$ cat src/rtl/raster_pkg.sv
// Shared types and default geometry for the raster scan controller.
// The scan FSM encoding is kept here so monitors can decode it too.
package raster_pkg;

    typedef enum logic [1:0] {
        IDLE = 2'd0,
        SCAN = 2'd1,
        DONE = 2'd2
    } scan_state_t;

    localparam int DEF_H_MAX = 15;
    localparam int DEF_V_MAX = 15;
    localparam int DEF_FCW   = 8;

    // Last pixel of a frame: both axes sitting on their maxima.
    function automatic logic is_frame_end(input logic x_at_max, input logic y_at_max);
        return x_at_max & y_at_max;
    endfunction

endpackage

$ cat src/rtl/raster_scan_ctrl_axis_counter.sv
// Modulo-(MAX+1) coordinate counter; advances on inc and wraps at MAX, not at 2^N.
module axis_counter #(
    parameter int N   = 4,
    parameter int MAX = 15
) (
    input  logic         clk,
    input  logic         reset,
    input  logic         clear,
    input  logic         inc,
    output logic [N-1:0] count,
    output logic         at_max
);

    localparam logic [N-1:0] MAX_C = N'(MAX);

    logic [N-1:0] count_reg;
    logic [N-1:0] count_next;

    always_comb begin
        count_next = count_reg;
        if (inc) begin
            count_next = (count_reg == MAX_C) ? '0 : count_reg + N'(1);
        end
    end

    always_ff @(posedge clk) begin
        if (reset || clear) begin
            count_reg <= '0;
        end else begin
            count_reg <= count_next;
        end
    end

    assign count  = count_reg;
    assign at_max = (count_reg == MAX_C);

endmodule

$ cat src/rtl/raster_scan_ctrl.sv
// Raster (x, y) coordinate generator with ready/valid output, single-shot or
// continuous frames, line/frame end flags and a completed-frame counter.
module raster_scan_ctrl
    import raster_pkg::*;
#(
    parameter int H_MAX = DEF_H_MAX,
    parameter int V_MAX = DEF_V_MAX,
    parameter int XW    = $clog2(H_MAX + 1),
    parameter int YW    = $clog2(V_MAX + 1),
    parameter int FCW   = DEF_FCW
) (
    input  logic           clk,
    input  logic           reset,
    input  logic           start,
    input  logic           clear,
    input  logic           continuous,
    input  logic           ready,
    output logic           valid,
    output logic [XW-1:0]  x,
    output logic [YW-1:0]  y,
    output logic           line_end,
    output logic           frame_end,
    output logic           busy,
    output logic           done,
    output logic [FCW-1:0] frame_count
);

    scan_state_t    state_reg;
    logic           valid_reg;
    logic           done_reg;
    logic [FCW-1:0] frame_count_reg;

    logic beat;
    logic x_at_max;
    logic y_at_max;
    logic last_beat;

    assign beat      = valid_reg & ready;
    assign last_beat = beat & is_frame_end(x_at_max, y_at_max);

    // The vertical axis steps on the horizontal wrap, in the same clock domain.
    axis_counter #(
        .N   (XW),
        .MAX (H_MAX)
    ) u_h_counter (
        .clk    (clk),
        .reset  (reset),
        .clear  (clear),
        .inc    (beat),
        .count  (x),
        .at_max (x_at_max)
    );

    axis_counter #(
        .N   (YW),
        .MAX (V_MAX)
    ) u_v_counter (
        .clk    (clk),
        .reset  (reset),
        .clear  (clear),
        .inc    (beat & x_at_max),
        .count  (y),
        .at_max (y_at_max)
    );

    always_ff @(posedge clk) begin
        if (reset) begin
            state_reg       <= IDLE;
            valid_reg       <= 1'b0;
            done_reg        <= 1'b0;
            frame_count_reg <= '0;
        end else if (clear) begin
            // Abort keeps the completed-frame tally intact.
            state_reg <= IDLE;
            valid_reg <= 1'b0;
            done_reg  <= 1'b0;
        end else begin
            case (state_reg)
                IDLE, DONE: begin
                    if (start) begin
                        state_reg <= SCAN;
                        valid_reg <= 1'b1;
                        done_reg  <= 1'b0;
                    end
                end
                SCAN: begin
                    if (last_beat) begin
                        frame_count_reg <= frame_count_reg + FCW'(1);
                        // continuous only matters on the frame-end beat
                        if (!continuous) begin
                            state_reg <= DONE;
                            valid_reg <= 1'b0;
                            done_reg  <= 1'b1;
                        end
                    end
                end
                default: begin
                    state_reg <= IDLE;
                    valid_reg <= 1'b0;
                    done_reg  <= 1'b0;
                end
            endcase
        end
    end

    assign valid       = valid_reg;
    assign busy        = valid_reg;
    assign done        = done_reg;
    assign frame_count = frame_count_reg;
    assign line_end    = valid_reg & x_at_max;
    assign frame_end   = valid_reg & is_frame_end(x_at_max, y_at_max);

endmodule

$ cat config.mk
export PLATFORM = sky130hd
export DESIGN_NAME = raster_scan_ctrl
export DESIGN_NICKNAME = d
export VERILOG_FILES = /design/src/rtl/raster_pkg.sv /design/src/rtl/raster_scan_ctrl_axis_counter.sv /design/src/rtl/raster_scan_ctrl.sv
export SDC_FILE = /design/constraint.sdc
export NUM_CORES = 1
export LEC_CHECK = 0
export BUFFER_PORTS_ARGS = -buffer_cell sky130_fd_sc_hd__clkbuf_2
export CAP_MARGIN = 25
export CELL_PAD_IN_SITES_DETAIL_PLACEMENT = 0
export CELL_PAD_IN_SITES_GLOBAL_PLACEMENT = 1
export CORE_MARGIN = 2
export CORE_UTILIZATION = 34
export DETAILED_ROUTE_END_ITERATION = 10
export GPL_TIMING_DRIVEN = 0
export PLACE_DENSITY_LB_ADDON = 0.15
export SYNTH_ARGS = -nofsm -noshare
export SYNTH_HDL_FRONTEND = slang
export SYNTH_SLANG_ARGS = --single-unit
$ cat constraint.sdc
create_clock -name clk -period 2.4 [get_ports clk]
set_clock_uncertainty 0.15 [all_clocks]
set_input_delay 0.36 -clock clk [delete_from_list [all_inputs] [get_ports clk]]
set_output_delay 0.36 -clock clk [all_outputs]
set_load 0.02 [all_outputs]
=== Yosys cells after proc, flatten, opt, wreduce, memory -nomap -nowiden ===
Cells that the tools add are included.

* Mux-type cells: 14
* Bitwise logic cells: 7
* $mul: 0
* Eq/ne operators: 7
* Order comparisons: 0
* Shifts and indexed selects: 0
* Divide/modulo/power cells: 0
* $add $sub $neg: 3
* Reductions and logical operators: 6

{| class="wikitable"
|+ Operators by type and width
! cell !! count
|-
| adder 4 x 1 -> 4 bit (second input constant) || 2
|-
| adder 8 x 1 -> 8 bit (second input constant) || 1
|-
| equality test 4 bit (second input constant) || 2
|-
| 2-to-1 mux 4 bit || 2
|-
| bitwise AND 1 bit || 6
|-
| 2-to-1 mux 1 bit || 6
|-
| 2-to-1 mux 2 bit || 3
|-
| inequality test 2 bit (second input constant) || 3
|-
| AND reduction 3 bit || 2
|-
| case mux 1 bit (2 select lines) || 2
|-
| case mux 2 bit (2 select lines) || 1
|-
| OR reduction 2 bit || 2
|-
| equality test 2 x 1 -> 1 bit (second input constant) || 1
|-
| equality test 2 bit (second input constant) || 1
|-
| zero test 2 bit || 1
|-
| logical OR 1 bit || 1
|-
| NOT 1 bit || 1
|}

* Input port bits: 6
* Bits in read-only memories: 0
* Output and inout bits: 21
* Word-level logic and storage cells: 43
* Memory bits (writable): 0
* Memories: 0
* Flip-flop bits (word level): 20
* Bits in latches: 0

=== Logic depth before layout (Yosys ltp) ===
* Depth in word-level cells: 5
* Mapped depth: 6
* Depth with buffers taken out: 6

=== Modules after synthesis ===
A second synthesis with hierarchy kept.

* Cells, all modules: 106
* Area, all modules: 952.2 um2

{| class="wikitable"
|+ Modules (own cells, without submodules)
! module !! seq. area each (um2) !! instances !! area an instance (um2) !! cells an instance
|-
| raster_scan_ctrl || 220.2 || 1 || 591.8 || 68
|-
| axis_counter || 80.1 || 2 || 180.2 || 19
|}

=== Least setup slack after synthesis ===
No wires, ideal clock.

* Path type: register to register
* From: register u_h_counter.count_reg[0], in the netlist u_h_counter.count[0]
* To: register frame_count_reg[5], in the netlist frame_count[5]
* Arrival time: 1.983 ns
* Stages on the path, launching flop included: 6
* Buffers on the path: 0
* Data required time: 2.180 ns
* Setup time: 0.070 ns
* Path slack: 0.197 ns
* Clock period less this slack: 2.203 ns
* Path through: dfxtp_1 ha_1 nand4_1 or4_4 or3_1 a21oi_1

* Word-level cells in the longest chain between the ends: 4

{| class="wikitable"
|+ RTL lines
! item !! RTL line !! text
|-
| start: declaration || raster_scan_ctrl_axis_counter.sv:16 || <nowiki>logic [N-1:0] count_reg;</nowiki>
|-
| start signal: assignment || raster_scan_ctrl_axis_counter.sv:30 || <nowiki>count_reg <= count_next;</nowiki>
|-
| equality test 4 bit || raster_scan_ctrl_axis_counter.sv:35 || <nowiki>assign at_max = (count_reg == MAX_C);</nowiki>
|-
| bitwise AND 1 bit || raster_pkg.sv:17 || <nowiki>return x_at_max & y_at_max;</nowiki>
|-
| bitwise AND 1 bit || raster_scan_ctrl.sv:39 || <nowiki>assign last_beat = beat & is_frame_end(x_at_max, y_at_max);</nowiki>
|-
| AND reduction 3 bit (no line) || n/a ||
|-
| end signal: assignment || raster_scan_ctrl.sv:88 || <nowiki>frame_count_reg <= frame_count_reg + FCW'(1);</nowiki>
|-
| end: declaration || raster_scan_ctrl.sv:31 || <nowiki>logic [FCW-1:0] frame_count_reg;</nowiki>
|}

Every way passes these cells.
A chain may end at the register's enable or synchronous reset.

=== Worst setup path in the final report ===
* From: register u_v_counter.count_reg[1], in the netlist u_v_counter.count[1]
* To: register frame_count_reg[7], in the netlist frame_count[7]

* Word-level cells in the longest chain between the ends: 4

{| class="wikitable"
|+ RTL lines
! item !! RTL line
|-
| start: declaration || raster_scan_ctrl_axis_counter.sv:16
|-
| start signal: assignment || raster_scan_ctrl_axis_counter.sv:30
|-
| equality test 4 bit || raster_scan_ctrl_axis_counter.sv:35
|-
| bitwise AND 1 bit || raster_pkg.sv:17
|-
| bitwise AND 1 bit || raster_scan_ctrl.sv:39
|-
| AND reduction 3 bit (no line) || n/a
|}

Every way passes these cells.

==> impl_metrics.ini <==
[worst_setup_path]
rrSetupSlack_ns = 0.16
timing.rr.start = u_v_counter.count[1]
worstReg2RegEnd = frame_count[7]
startpoint_type = register
crit_slowest_cell = or4_4
setup.worst_path.start = u_v_counter.count[1]
critPathArrivalTime_ns = 2.33
worst-path-max-fanout = 6
cpPeakStageDelay_ns = 0.61
cp.required_ns = 2.50
worst-setup-path-type = register to register
cp_top_family = simple AND/OR/NAND/NOR gates
path_cells = ha_1 -> nand4_1 -> or4_4 -> or3_1 -> a21oi_1
endpoint_kind = register
r2r_cells = 5
crit_buf_inv = 0

[floorplan]
die_h_um = 56.4
die_area_sq_um = 3180
io_pins = 27
coreArea_sq_um = 2540
initial_core_util_pct = 36.7
fp-row-count = 18
die_x_um = 56.4

[synth]
yosysUniqueCellTypes = 27
synth_edf_count = 0
ys_ff_latch = 20
synth_most_common_cell = dfxtp_1
synth_ff_type = dfxtp_1
synth_commonest_cells = 20 x dfxtp_1, 14 x nor2_1, 10 x a21oi_1, 10 x nand3_1, 6 x nand2_1
ys_warn_count = 0
synth_seq_area_share_pct = 42.9
synth_cells = 111
synth.top_cells.by_area = dfxtp_1 43%, nor2_1 5.6%, a21oi_1 5.4%, nand3_1 5.4%, xnor2_1 4.7%
syn_avg_cell_area_sq_um = 8.41
yosysTopAreaCell = dfxtp_1
synth_fp_nets = 120
syn_area_sq_um = 933
async_reset_ff_share_pct = 0
yosys.area.top_type_share_pct = 42.9

[cells_and_area]
n_antenna_cell = 0
largest_reg_flops = 8
fin_util_pct = 45.4
final_nets = 153
syn_to_final_growth_pct = 23.9
drive_gt1_share_pct = 26.6

[clock_tree]
numClockSinks = 20
htreeDepth = 1
clk_latency_ns = 0.31
numCtsBuffers = 3
path_clk_slew_ns = 0.12
root_buffer = clkbuf_4
cts_tree = built
ctsHoldBuffers = 0
cts_buffer_depth = 2

[min_path]
holdCritPathClass = input port to register
min_from = start
hold_depth = 3
min_to = state_reg[0]

[status]
outcome = finished clean

[run]
drv_cap = 0

[drt]
vias = 870
viasPerCell = 5.03
wire_per_inst_um = 12.1
drtIter0Drc = 15
ant_nets = 0
drt_first_pass_iters = 4
drc = 0
wl_um = 2090

[placed_design]
gp_congestion = 0.753
hpwl_um = 1560
io_buffers = 25

[sta]
fin_crit_sh_pct = 93.1
slew_headroom_pct = 67.4
period_minus_slack_ns = 2.24
worst_pin_slew_ns = 0.489
drv_slew = 0
finalHoldViolations = 0
grt_setup_unrepaired = no
tns_ns = 0
setup-violations-final = 0
fmax_mhz = 447

[global_route]
grt_pass1_vias = 733
grt_overflow = 0
track_usage_pct = 13.5
antenna_found_initial = 0
grt_max_degree = 12
grt_pass1_wl_um = 3340

[power_and_ir_drop]
p_per_area_nw_per_um2 = 489
peakVddDrop_v = 0.000368
leakage_nw = 0.454
-- worst register-to-register path, stage by stage, from the launching register on --
cell     delay [ns]
dfxtp_1        0.41
ha_1           0.25
nand4_1        0.25
or4_4          0.61
or3_1          0.36
a21oi_1        0.15
-- metal layers --
layer / part of all wire, % / wire length, um / global-route usage (%) / up-vias
met2: 43 / 893 / 19.3 / 24
met5: 0 / 0 / 0 / -
met4: 0.48 / 10 / 3.06 / 0
met3: 6.5 / 136 / 5.53 / 2
met1: 50 / 1050 / 18.9 / 382
li1: - / - / - / 462
-- power by group --
group / internal [mW] / switching (mW) / total, mW
Combinational: 0.0108 / 0.0159 / 0.0267
Sequential: 0.334 / 0.00398 / 0.338
Clock: 0.0927 / 0.108 / 0.201
-- cells in the final DEF, fill, tap and decap left out --
cell type	synthesis	routed
o21ai_0	4	4
clkbuf_1	3	3
o211ai_1	1	1
mux2i_1	2	2
or2_2	1	1
and3_1	2	2
nand2_1	6	6
clkbuf_4	0	3
xor2_1	2	2
nand3b_1	1	1
nor4_1	3	3
and2_1	2	2
or4_4	1	1
nand2b_1	1	1
nand4_1	3	3
ha_1	3	3
clkbuf_2	0	25
mux2_2	1	1
dfxtp_1	20	19
nor2_1	14	14
nand3_1	10	10
buf_4	1	4
xnor2_1	5	5
inv_1	4	4
clkbuf_8	0	1
or3b_4	1	1
o32a_1	1	1
or3_1	5	5
dfxtp_2	0	1
a21oi_1	10	10
nor3_1	4	4
-- cells by family after synthesis --
family | Yosys count | share of synthesized area (%)
buf+inv | 8 | 3.62
mux | 3 | 3.35
xor+xnor | 7 | 6.57
compound gates | 16 | 9.38
fa+ha+maj | 3 | 4.02
flops | 20 | 42.9
simple gates | 54 | 30.2
-- worst max path at each step --
stage	depth (start not counted)	slack [ns]	endpoint
2_1_floorplan	5	0.20	frame_count[5]
4_1_cts	5	0.05	frame_count[7]
3_3_place_gp	5	0.12	frame_count[7]
6_report	5	0.16	frame_count[7]
3_5_place_dp	5	0.08	frame_count[7]
5_1_grt	5	0.02	frame_count[7]
-- final cells by class --
class,count,area (sq um)
Fill cell,277,1390
Multi-Input combinational cell,83,499
Sequential cell,20,402
Timing Repair Buffer,28,148
Tap cell,30,37.5
Clock buffer,4,36.3
Buffer,4,18.8
Inverter,4,15.0
-- metrics by stage --
| stage | hold WS, ns | cells | cell area, sq um | power, mW | setup WS (ns) |
|---|---|---|---|---|---|
| floorplan | 0.356 | 111 | 933 | 0.361 | 0.197 |
| global placement | 0.311 | 166 | 1100 | 0.372 | 0.120 |
| detailed placement | 0.319 | 166 | 1100 | 0.373 | 0.0824 |
| CTS | 0.165 | 170 | 1130 | 0.575 | 0.0496 |
| global route | 0.181 | 173 | 1160 | 0.590 | 0.0191 |
| finish | 0.179 | 173 | 1160 | 0.566 | 0.165 |
-- repair_timing --
item                       in CTS  in global routing
setup buffers                   0                  3
setup endpoints to repair       0                  3
gates resized for setup         0                  1
Note: power is estimated with default switching activity, not from simulation.
